[config.mk]
export PLATFORM = sky130hd
export DESIGN_NAME = serial_regshift
export DESIGN_NICKNAME = d
export VERILOG_FILES = /design/src/rtl/serial_regshift.sv
export SDC_FILE = /design/constraint.sdc
export NUM_CORES = 1
export LEC_CHECK = 0
export ABC_AREA = 0
export BUFFER_PORTS_ARGS = -buffer_cell sky130_fd_sc_hd__buf_2
export CAP_MARGIN = 20
export CORE_MARGIN = 10
export CORE_UTILIZATION = 31
export CTS_BUF_LIST = sky130_fd_sc_hd__clkbuf_2 sky130_fd_sc_hd__clkbuf_4 sky130_fd_sc_hd__clkbuf_8
export CTS_CLUSTER_DIAMETER = 120
export DETAILED_ROUTE_END_ITERATION = 8
export GPL_TIMING_DRIVEN = 1
export SETUP_SLACK_MARGIN = 0.4
export SYNTH_ARGS = -nofsm -noshare
export SYNTH_HDL_FRONTEND = slang
export SYNTH_SLANG_ARGS = --single-unit
[constraint.sdc]
create_clock -name clk -period 2.5 [get_ports clk]
set_clock_uncertainty 0.2 [all_clocks]
set_input_delay 0.75 -clock clk [delete_from_list [all_inputs] [get_ports clk]]
set_output_delay 0.75 -clock clk [all_outputs]
set_load 0.01 [all_outputs]
[src/rtl/serial_regshift.sv]
// serial_regshift: register-controlled shift operand (LSL/LSR/ASR/ROR by
// Rs[7:0]) computed one bit per cycle, with NZCV shifter flags.
// Only DATA_W = 32 is meaningful: the saturation counts 32/33 assume it.
//
// Handshake: a request transfers on a rising edge where in_valid && in_ready;
// a result transfers on a rising edge where out_valid && out_ready. in_ready
// is high only in IDLE and out_valid only in DONE, so the two never overlap.
// Rd/ShifterFlags are stable for as long as out_valid is held.
module serial_regshift #(
    parameter int DATA_W = 32
) (
    input  logic              clk,
    input  logic              reset,
    input  logic              in_valid,
    output logic              in_ready,
    input  logic [1:0]        shift_control,
    input  logic [DATA_W-1:0] Rm,
    input  logic [DATA_W-1:0] Rs,
    input  logic              carry_in,
    output logic              out_valid,
    input  logic              out_ready,
    output logic [DATA_W-1:0] Rd,
    output logic [3:0]        ShifterFlags,
    output logic              busy,
    output logic [1:0]        state_dbg
);

    typedef enum logic [1:0] {
        IDLE  = 2'd0,
        SHIFT = 2'd1,
        DONE  = 2'd2
    } state_t;

    localparam logic [1:0] OP_LSL = 2'b00;
    localparam logic [1:0] OP_LSR = 2'b01;
    localparam logic [1:0] OP_ASR = 2'b10;

    state_t            state;
    state_t            state_next;

    // Working registers for the operation in flight
    logic [DATA_W-1:0] w;
    logic              c;
    logic [1:0]        op;
    logic [5:0]        cnt;

    // Combinational helpers
    logic [7:0]        amt;
    logic [5:0]        eff;
    logic              c_init;
    logic [DATA_W-1:0] step_w;
    logic              step_c;

    // Rs[31:8] has no effect on the shift amount
    logic              unused_rs;
    assign unused_rs = ^Rs[DATA_W-1:8];

    function automatic logic [3:0] make_flags(input logic [DATA_W-1:0] r, input logic cf);
        make_flags = {r[DATA_W-1], (r == '0), cf, 1'b0};
    endfunction

    // Effective step count and starting carry for a new request
    always_comb begin
        amt    = Rs[7:0];
        eff    = 6'd0;
        c_init = carry_in;
        case (shift_control)
            OP_LSL, OP_LSR: eff = (amt > 8'd33) ? 6'd33 : amt[5:0];
            OP_ASR:         eff = (amt > 8'd32) ? 6'd32 : amt[5:0];
            default: begin
                eff = {1'b0, amt[4:0]};
                // Rotate by a non-zero multiple of 32: value unchanged, C is the top bit
                if (amt != 8'd0 && amt[4:0] == 5'd0) begin
                    c_init = Rm[DATA_W-1];
                end
            end
        endcase
    end

    // One single-bit shift step of the working value
    always_comb begin
        step_w = w;
        step_c = c;
        case (op)
            OP_LSL: begin
                step_c = w[DATA_W-1];
                step_w = {w[DATA_W-2:0], 1'b0};
            end
            OP_LSR: begin
                step_c = w[0];
                step_w = {1'b0, w[DATA_W-1:1]};
            end
            OP_ASR: begin
                step_c = w[0];
                step_w = {w[DATA_W-1], w[DATA_W-1:1]};
            end
            default: begin
                step_c = w[0];
                step_w = {w[0], w[DATA_W-1:1]};
            end
        endcase
    end

    // Next-state logic and state-derived outputs
    always_comb begin
        state_next = state;
        in_ready   = 1'b0;
        out_valid  = 1'b0;
        busy       = 1'b1;
        case (state)
            IDLE: begin
                in_ready = 1'b1;
                busy     = 1'b0;
                if (in_valid) begin
                    state_next = (eff == 6'd0) ? DONE : SHIFT;
                end
            end
            SHIFT: begin
                if (cnt == 6'd1) begin
                    state_next = DONE;
                end
            end
            DONE: begin
                out_valid = 1'b1;
                if (out_ready) begin
                    state_next = IDLE;
                end
            end
            default: state_next = IDLE;
        endcase
    end

    assign state_dbg = state;

    // State register
    always_ff @(posedge clk) begin
        if (reset) begin
            state <= IDLE;
        end else begin
            state <= state_next;
        end
    end

    // Working registers and result registers; results load only on entry to DONE
    always_ff @(posedge clk) begin
        if (reset) begin
            w            <= '0;
            c            <= 1'b0;
            op           <= 2'b00;
            cnt          <= 6'd0;
            Rd           <= '0;
            ShifterFlags <= 4'b0000;
        end else begin
            case (state)
                IDLE: begin
                    if (in_valid) begin
                        w   <= Rm;
                        c   <= c_init;
                        op  <= shift_control;
                        cnt <= eff;
                        if (eff == 6'd0) begin
                            Rd           <= Rm;
                            ShifterFlags <= make_flags(Rm, c_init);
                        end
                    end
                end
                SHIFT: begin
                    w   <= step_w;
                    c   <= step_c;
                    cnt <= cnt - 6'd1;
                    if (cnt == 6'd1) begin
                        Rd           <= step_w;
                        ShifterFlags <= make_flags(step_w, step_c);
                    end
                end
                default: begin
                end
            endcase
        end
    end

endmodule

==> results of run 1 <==
-- metrics by stage --
stage	area (µm²)	hold WS [ns]
2_1_floorplan	3790	0.256
3_3_place_gp	4470	0.243
3_5_place_dp	4470	0.244
4_1_cts	4740	0.257
5_1_grt	5100	0.277
6_report	5100	0.255
-- layout make-up --
class	count	area share
Clock inverter	7	0.0199
Inverter	4	0.00295
Sequential cell	76	0.299
Tap cell	147	0.0361
Timing Repair Buffer	120	0.161
Multi-Input combinational cell	394	0.457
Clock buffer	9	0.0243
-- logic make-up after synthesis --
kind of cell	Yosys count	share of synthesized area
buffers and inverters	43	0.0530
muxes	36	0.0964
other	1	0.000992
adders and majority gates	2	0.00662
and+or+nand+nor	228	0.254
AOI/OAI and AO/OA	126	0.184
xor gates and xnor gates	1	0.00232
DFF	76	0.403
-- sequential cells by signal (all words and copies together), names as in the netlist --
| register | flops |
|---|---|
| state_dbg | 2 |
| w | 32 |
| Rd | 31 |
| op | 2 |
| cnt | 6 |
| ShifterFlags | 3 |
-- layout by cell type, fill, tap and decap left out, types with 3 or more instances in the layout --
| cell | n |
|---|---|
| dfxtp_1 | 74 |
| o21ai_0 | 36 |
| a21oi_1 | 56 |
| nor4_1 | 12 |
| buf_6 | 6 |
| nand2_1 | 148 |
| nor3_1 | 9 |
| clkbuf_8 | 9 |
| nand3_1 | 4 |
| buf_12 | 5 |
| buf_2 | 84 |
| clkinv_4 | 3 |
| a21oi_2 | 17 |
| nand4_1 | 3 |
| mux2_2 | 3 |
| nand2_4 | 15 |
| inv_1 | 3 |
| buf_4 | 22 |
| nor2_1 | 17 |
| mux2i_1 | 33 |
-- per-layer routing --
layer | GRT usage | vias up
li1 | - | 1939
met4 | 0.0379 | 0
met1 | 0.176 | 1796
met3 | 0.0475 | 7
met5 | 0 | -
met2 | 0.212 | 116
-- final timing paths --
kind              startpoint  cells after the start         endpoint  slack (ns)
setup / recovery       Rs[1]                      8  ShifterFlags[3]        0.21
hold reg to reg       Rd[10]                      2           Rd[10]        0.26
setup reg to reg       w[12]                      5  ShifterFlags[2]        0.39
hold / removal        Rd[10]                      2           Rd[10]        0.26
-- what timing repair did --
| item | 4_1_cts | 5_1_grt |
|---|---|---|
| endpoints found under the setup margin | 56 | 42 |
| resized for setup | 6 | 69 |
| buffers inserted | 3 | 4 |
| pin swaps | 3 | 38 |
| gates cloned | 0 | 3 |
-- power groups by stage --
stage               Sequential, µW  Clock [µW]  Combinational (µW)
floorplan                     1380           0                 412
global placement              1390           0                 608
detailed placement            1390           0                 617
CTS                           1360        1090                 629
global route                  1380        1140                 759
finish                        1370        1050                 685
-- worst max-delay path, cell delays in order --
cell       delay [ns]
buf_6            0.09
or4_4            0.58
a2111oi_4        0.27
buf_4            0.18
o21bai_4         0.10
clkbuf_16        0.22
nand2_4          0.06
a21oi_1          0.06
==> flow_summary.json, run 1 <==
{
  "cts_tree": "done",
  "avgSynthCellArea_um2": 7.37,
  "ys_types": 40,
  "grt_max_degree": 70,
  "routed_wl_um": 12100,
  "async_reset_ff_frac": 0,
  "drc": 0,
  "post-place-ws_ns": -0.298,
  "powerDensity_mw_per_mm2": 610,
  "io_pins": 112,
  "post_drt_wl_per_cell_um": 16.0,
  "min_period_ns": 2.29,
  "final-seq-area_mm2": 0.00152,
  "clk_pin_slew_ns": 0.08,
  "yosysMostFrequentCell": "nand2_1",
  "cts.sinks": 76,
  "gp_congestion": 0.818,
  "netlist_instances": 513,
  "synth_edf_count": 0,
  "antenna_found_initial": 0,
  "dp.cells": 731,
  "gr-total-overflow": 0,
  "worst_slack_ns": 0.209,
  "netlist_area_mm2": 0.00378,
  "grt_first_pass_wirelength_um": 18600,
  "portBuffers": 86,
  "cts_buffers": 9,
  "cts_max_level": 3,
  "start_util": 0.316,
  "p_int_uw": 2150,
  "leakage_uw": 0.00214,
  "relSlewSlack": 0.526,
  "yosys-top-cells-area": "dfxtp_1 (40%), nand2_1 (16%), a21oi_1 (9.7%)",
  "synth_top_cell_area_share": 0.403,
  "synth_top_cells_by_count": "nand2_1 (164), dfxtp_1 (76), a21oi_1 (73)",
  "required_ns": 2.53,
  "min_path_type": "reg2reg",
  "p_clk_frac": 0.338,
  "diodes": 0,
  "clkLatencyLatePin_ns": 0.36,
  "viasPerCell": 5.10,
  "nets": 678,
  "drt-met1-wl_um": 5410,
  "finalHoldViolCount": 0,
  "multi_input_area_mm2": 0.00233,
  "antenna_left": 0,
  "setup_viol": 0,
  "switchingPower_uw": 962,
  "detailed_place_hpwl_um": 8250,
  "wl_met3_um": 1070,
  "finalCritPeriodShare": 0.916,
  "yosysWarnings": 0,
  "fp.dieH_um": 130,
  "first_global_vias": 3673,
  "die_w_um": 130,
  "synth_top_cell_by_area": "dfxtp_1",
  "routed-via-count": 3858,
  "worstSetupEndpointType": "flip-flop",
  "cts_root_buffer": "clkbuf_8",
  "ir_drop_mv": 0.232,
  "max_freq_mhz": 437,
  "crit_path_start_kind": "input port",
  "maxCapViolations": 0,
  "grt_setup_unrepaired": "yes",
  "total_power_uw": 3110,
  "fp-row-count": 40,
  "drtIter0Drc": 226,
  "arrival_ns": 2.32,
  "sequentialPowerShare": 0.441,
  "seq_area_frac_synth": 0.403,
  "drive_above_1_share": 0.313,
  "fin_tns_setup_ns": 0,
  "synthToLayoutAreaGrowth_pct": 34.9,
  "cts_buffer_depth": 2,
  "syn_nets": 586,
  "critPathMaxFanout": 8,
  "outcome": "finished clean",
  "ctsHoldBuffers": 0,
  "wl_met2_um": 5530,
  "worst_pin_slew_ns": 0.709,
  "fillers": 1214,
  "grt_usage": 0.137,
  "drt_pass1_iterations": 4,
  "slew_violations": 0,
  "pwr-share-comb": 0.220,
  "ys_seq_elements": 76,
  "ys.flop_type": "dfxtp_1",
  "die_area_mm2": 0.0170,
  "critical_path_class": "in2reg",
  "instances_no_fill": 757,
  "top_layer_used": "met4",
  "switching_share": 0.309,
  "final_util": 0.426,
  "core_mm2": 0.0120
}
Power figures use the tool's default switching activity.
==> run 2, diff against run 1 <==
==> constraint.sdc (replaced) <==
create_clock -name clk -period 2.5 [get_ports clk]
set_clock_uncertainty 0.2 [all_clocks]
set_input_delay 0.375 -clock clk [delete_from_list [all_inputs] [get_ports clk]]
set_output_delay 0.375 -clock clk [all_outputs]
set_load 0.01 [all_outputs]
==> run 2 against run 1 <==
Final cell count shrank 2.4%. Design area fell by 8.2%. Worst hold slack lost 0.16 ns. Global-route usage down 0.23 points. Critical path depth down 3. Clock power grew 21%. Count of clock-buffer cells in the layout is 3 higher. Critical endpoint is now ShifterFlags[2]. Largest power group unchanged.
==> flow_summary.json, run 2 (synthesis gave the netlist of run 1 again) <==
{
  "final_cell_mix": "nand2_1 (164), buf_2 (86), dfxtp_1 (76)",
  "crit_path_start_kind": "flip-flop",
  "largest_registers": "w: 32 flops, Rd: 31 flops, cnt: 6 flops",
  "drt_pass1_iterations": 4,
  "ctsHoldBuffers": 0,
  "largest_reg_flops": 32,
  "powerDensity_mw_per_mm2": 697,
  "grt_setup_unrepaired": "yes",
  "antenna_left": 0,
  "clkLatencyLatePin_ns": 0.36,
  "drt-met1-wl_um": 5250,
  "outcome": "finished clean",
  "r2r_slack_ns": 0.40,
  "post_drt_wl_per_cell_um": 15.5,
  "finalCritPeriodShare": 0.840,
  "finalHoldViolCount": 0,
  "cts.sinks": 76,
  "final_common_cell": "nand2_1",
  "grt_first_pass_wirelength_um": 18400,
  "nets": 659,
  "die_area_mm2": 0.0170,
  "hold_depth": 3,
  "fp.dieH_um": 130,
  "maxCapViolations": 0,
  "top_layer_used": "met4",
  "routed-via-count": 3779,
  "cts_setup_buffers": 0,
  "gr-total-overflow": 0,
  "cts_buffers": 9,
  "die_w_um": 130,
  "drc": 0,
  "max_flop_register": "w",
  "slew_violations": 0,
  "critPathMaxFanout": 4,
  "clk_pin_slew_ns": 0.08,
  "max_freq_mhz": 476,
  "total_power_uw": 3260,
  "routed_wl_um": 11500,
  "critical_path_class": "reg2reg",
  "cts_max_level": 3,
  "start_util": 0.316,
  "worst_pin_slew_ns": 0.708,
  "antenna_found_initial": 1,
  "place_area_mm2": 0.00437,
  "min_period_ns": 2.10,
  "gp_congestion": 0.817,
  "fillers": 1254,
  "min_path_type": "in2reg",
  "wl_met2_um": 5150,
  "grt_usage": 0.134,
  "finalInstanceArea_mm2": 0.00468,
  "relSlewSlack": 0.527,
  "drtIter0Drc": 339,
  "hold_ws_ns": 0.0916,
  "io_pins": 112,
  "setup_viol": 0,
  "drive_above_1_share": 0.223,
  "cts_root_buffer": "clkbuf_8",
  "viasPerCell": 5.11,
  "cts_buffer_depth": 2,
  "fin_tns_setup_ns": 0,
  "wl_met3_um": 963,
  "reg2reg_depth": 5,
  "portBuffers": 86,
  "cts_tree": "done",
  "first_global_vias": 3667,
  "core_mm2": 0.0120,
  "synthToLayoutAreaGrowth_pct": 23.8,
  "leakage_uw": 0.00201,
  "grt_max_degree": 70,
  "fp-row-count": 40,
  "worstSetupEndpointType": "flip-flop",
  "required_ns": 2.57,
  "detailed_place_hpwl_um": 8380,
  "arrival_ns": 2.17,
  "ir_drop_mv": 0.307
}
==> run 2: cell types whose count changed in the layout (fill, tap and decap cells not counted), sizes merged <==
cell	change
buf	-18
bufinv	+2
clkbuf	+1
clkinv	-3
clkinvlp	-2
diode	+1
nor2	+1
==> run 2: critical path, cell delays in order (launching register included) <==
cell and delay, ns:
dfxtp_1 0.34, or4_4 0.55, nor4_4 0.24, o2111ai_2 0.12
or3_1 0.35, a311oi_1 0.21
==> run 2: final cells by class <==
type,instances,area [µm²],share of cell area
Multi-Input combinational cell,395,2110,0.451
Sequential cell,76,1520,0.325
Clock inverter,4,120,0.0257
Clock buffer,12,153,0.0326
Timing Repair Buffer,100,573,0.122
Tap cell,147,184,0.0393
Antenna cell,1,2.50,0.000535
Inverter,4,15.0,0.00321
==> run 2: per-layer routing <==
metal / vias to the layer above / GRT usage
li1: 1909 / -
met1: 1756 / 0.172
met2: 107 / 0.210
met3: 7 / 0.0463
met4: 0 / 0.0399
met5: - / 0
==> run 2: path summary, 6_finish.rpt <==
kind / startpoint / endpoint
worst min-delay path: out_ready / state_dbg[1]
worst max-delay path: w[12] / ShifterFlags[2]
worst max register to register: w[12] / ShifterFlags[2]
worst min register to register: Rd[26] / Rd[26]
==> run 2: stage by stage <==
stage / setup slack (ns) / utilization / cells
2_1_floorplan: 0.407 / - / 513
3_3_place_gp: 0.0823 / 0.365 / 721
3_5_place_dp: 0.0336 / 0.365 / 721
4_1_cts: 0.375 / 0.388 / 737
5_1_grt: 0.322 / 0.391 / 738
6_report: 0.400 / 0.391 / 739
==> run 2: where the power goes <==
| part | switching (µW) | total (µW) | internal [µW] | leakage, µW |
|---|---|---|---|---|
| Combinational | 368 | 619 | 250 | 0.00125 |
| Sequential | 82.3 | 1370 | 1290 | 0.000620 |
| Clock | 456 | 1270 | 815 | 0.000138 |
| Total | 907 | 3260 | 2350 | 0.00201 |
==> run 2: what timing repair did <==
item	CTS	global route
endpoints found under the hold margin	0	0
gates resized for setup	2	4
endpoints found under the setup margin	2	32
pin swaps	0	4
cloned	0	1
==> run 3, diff against run 2 <==
ABC_AREA = 1   (was 0)
clock period = 2.07 ns   (was 2.5 ns; I/O delays follow)
==> run 3 against run 2 <==
Sequential power rose by 33%. Clock power grew 9%. Critical endpoint is now Rd[30]. Final cell count increased by 27%.
==> flow_summary.json, run 3 <==
{
  "outcome": "finished clean",
  "finalInstanceArea_mm2": 0.00594,
  "clkLatencyLatePin_ns": 0.37,
  "viasPerCell": 4.79,
  "antenna_found_initial": 1,
  "routed-via-count": 4512,
  "ys.flop_type": "dfxtp_1",
  "grt_max_degree": 43,
  "synthToLayoutAreaGrowth_pct": 43.2,
  "yosysWarnings": 0,
  "switchingPower_uw": 1930,
  "cts_root_buffer": "clkbuf_8",
  "diodes": 0,
  "pwr-share-comb": 0.387,
  "grt_first_pass_wirelength_um": 21900,
  "ys_types": 34,
  "core_mm2": 0.0132,
  "slew_violations": 0,
  "required_ns": 2.18,
  "critical_path_class": "reg2reg",
  "setup_viol": 0,
  "async_reset_ff_frac": 0,
  "routed_wl_um": 13900,
  "leakage_uw": 0.00290,
  "critPathSlowestCell": "dfxtp_4",
  "yosys-top-cells-area": "dfxtp_1 (37%), nand2_1 (13%), nor2_1 (9.8%)",
  "drt_pass1_iterations": 4,
  "seq_area_frac_synth": 0.367,
  "portBuffers": 86,
  "sequentialPowerShare": 0.347,
  "cp_cell_sequence": "inv_4, nor2_4, inv_4, nand2_4, inv_4, a21oi_4, nand2_8, buf_16, clkinv_8, nor2_2, nor2_1",
  "largest_registers": "w: 32 flops, Rd: 31 flops, cnt: 6 flops",
  "cts_buffers": 9,
  "grt_usage": 0.148,
  "critPathMaxFanout": 8,
  "final_common_cell": "nand2_1",
  "cts_tree": "done",
  "yosysMostFrequentCell": "nand2_1",
  "drive_above_1_share": 0.302,
  "synth_edf_count": 0,
  "min_path_type": "in2reg",
  "clk_pin_slew_ns": 0.09,
  "syn_nets": 724,
  "p_clk_frac": 0.266,
  "antenna_left": 0,
  "max_freq_mhz": 553,
  "drtIter0Drc": 260,
  "fp-row-count": 42,
  "synth_top_cell_by_area": "dfxtp_1",
  "cts_max_level": 3,
  "place_area_mm2": 0.00486,
  "final_cell_mix": "nand2_1 (137), buf_2 (85), inv_1 (79)",
  "synth_top_cell_area_share": 0.367,
  "netlist_instances": 651,
  "ir_drop_mv": 0.416,
  "p_int_uw": 3310,
  "cts_buffer_depth": 2,
  "cts.sinks": 76,
  "avgSynthCellArea_um2": 6.38,
  "start_util": 0.315,
  "die_w_um": 136,
  "synth_top_cells_by_count": "nand2_1 (142), nor2_1 (108), inv_1 (81)",
  "switching_share": 0.368,
  "crit_path_start_kind": "flip-flop",
  "post_drt_wl_per_cell_um": 14.8,
  "largest_reg_flops": 32,
  "gr-total-overflow": 0,
  "detailed_place_hpwl_um": 9140,
  "powerDensity_mw_per_mm2": 882,
  "gp_congestion": 0.809,
  "cpPeakStageDelay_ns": 0.39,
  "nets": 833,
  "finalHoldViolCount": 0,
  "io_pins": 112,
  "fin_tns_setup_ns": 0,
  "worstSetupEndpointType": "flip-flop",
  "netlist_area_mm2": 0.00415,
  "fp.dieH_um": 136,
  "die_area_mm2": 0.0184,
  "arrival_ns": 1.92,
  "max_flop_register": "w",
  "drc": 0,
  "first_global_vias": 4319,
  "min_period_ns": 1.81,
  "finalCritPeriodShare": 0.874,
  "ys_seq_elements": 76,
  "grt_setup_unrepaired": "yes",
  "crit_top_cell": "inv_4",
  "maxCapViolations": 0
}
[run 3: cell types whose count changed in the layout (fill, tap and decap cells not counted), moves of 26 or more]
cell and delta:
a21oi_1 -39, inv_1 +75, nor2_1 +55, nand2_1 -27
o21bai_1 +26, o21ai_1 +30, mux2i_1 -33
[run 3: path summary, 6_finish.rpt]
| path | startpoint | end | slack, ns | depth (start not counted) |
|---|---|---|---|---|
| max | state_dbg[0] | Rd[30] | 0.26 | 11 |
| min | Rs[2] | cnt[2] | 0.05 | 3 |
| max reg2reg | state_dbg[0] | Rd[30] | 0.26 | 11 |
| min reg2reg | Rd[25] | Rd[25] | 0.27 | 2 |
[run 3: power by group through the flow]
stage / combinational, µW / sequential (µW) / clock (µW)
2_1_floorplan: 1010 / 1850 / 0
3_3_place_gp: 1510 / 1820 / 0
3_5_place_dp: 1510 / 1820 / 0
4_1_cts: 1800 / 1800 / 1410
5_1_grt: 2270 / 1850 / 1460
6_report: 2030 / 1820 / 1390
[run 3: per-stage QoR]
step                 util  worst slack [ns]  instances  power, µW  hold WS [ns]
floorplan               -             0.366        651       2850         0.260
global placement    0.369            0.0276        899       3320         0.243
detailed placement  0.369         0.0000362        899       3330         0.266
CTS                 0.422             0.260        936       5010        0.0481
global route        0.451             0.111        941       5570        0.0535
finish              0.451             0.261        941       5240        0.0492
[run 3: metal layers]
layer  vias up  part of all wire  global-route usage
met3        19             0.078              0.0475
met2       135              0.46               0.230
met1      2059              0.45               0.193
met5         -           0.00079                   0
li1       2297                 -                   -
met4         2             0.012              0.0365
[run 3: area by class of cell]
| cell class | instances | area [µm²] |
|---|---|---|
| fillers | 1384 | 7250 |
| multi-input cells | 454 | 2520 |
| flip-flops and latches | 76 | 1530 |
| repair buffers | 130 | 985 |
| inverters | 85 | 353 |
| well taps | 176 | 220 |
| clock buffers | 9 | 124 |
| clock inverters | 7 | 115 |
| repair inverters | 4 | 96.3 |
[run 3: cells by family after synthesis]
group	Yosys count	synth area share
AOI/OAI and AO/OA	166	0.228
xor gates and xnor gates	1	0.00211
adders and majority gates	2	0.00603
buffers and inverters	121	0.121
DFF	76	0.367
other	1	0.000904
and+or+nand+nor	284	0.275
[run 3: repair_timing]
| item | in CTS | in global routing |
|---|---|---|
| resized for setup | 62 | 110 |
| gates cloned | 6 | 1 |
| pin swaps | 24 | 22 |
| hold buffers | 2 | 0 |
| endpoints found under the setup margin | 64 | 68 |
| endpoints found under the hold margin | 2 | 0 |
| setup buffers | 13 | 4 |
[run 3: worst max-delay path, delay by kind of cell (launching register included)]
kind                   cells  cell delay [ns]
AND/OR/NAND/NOR            5             0.48
buffers and inverters      5             0.47
flip-flops                 1             0.39
AO/OA/AOI/OAI              1             0.18
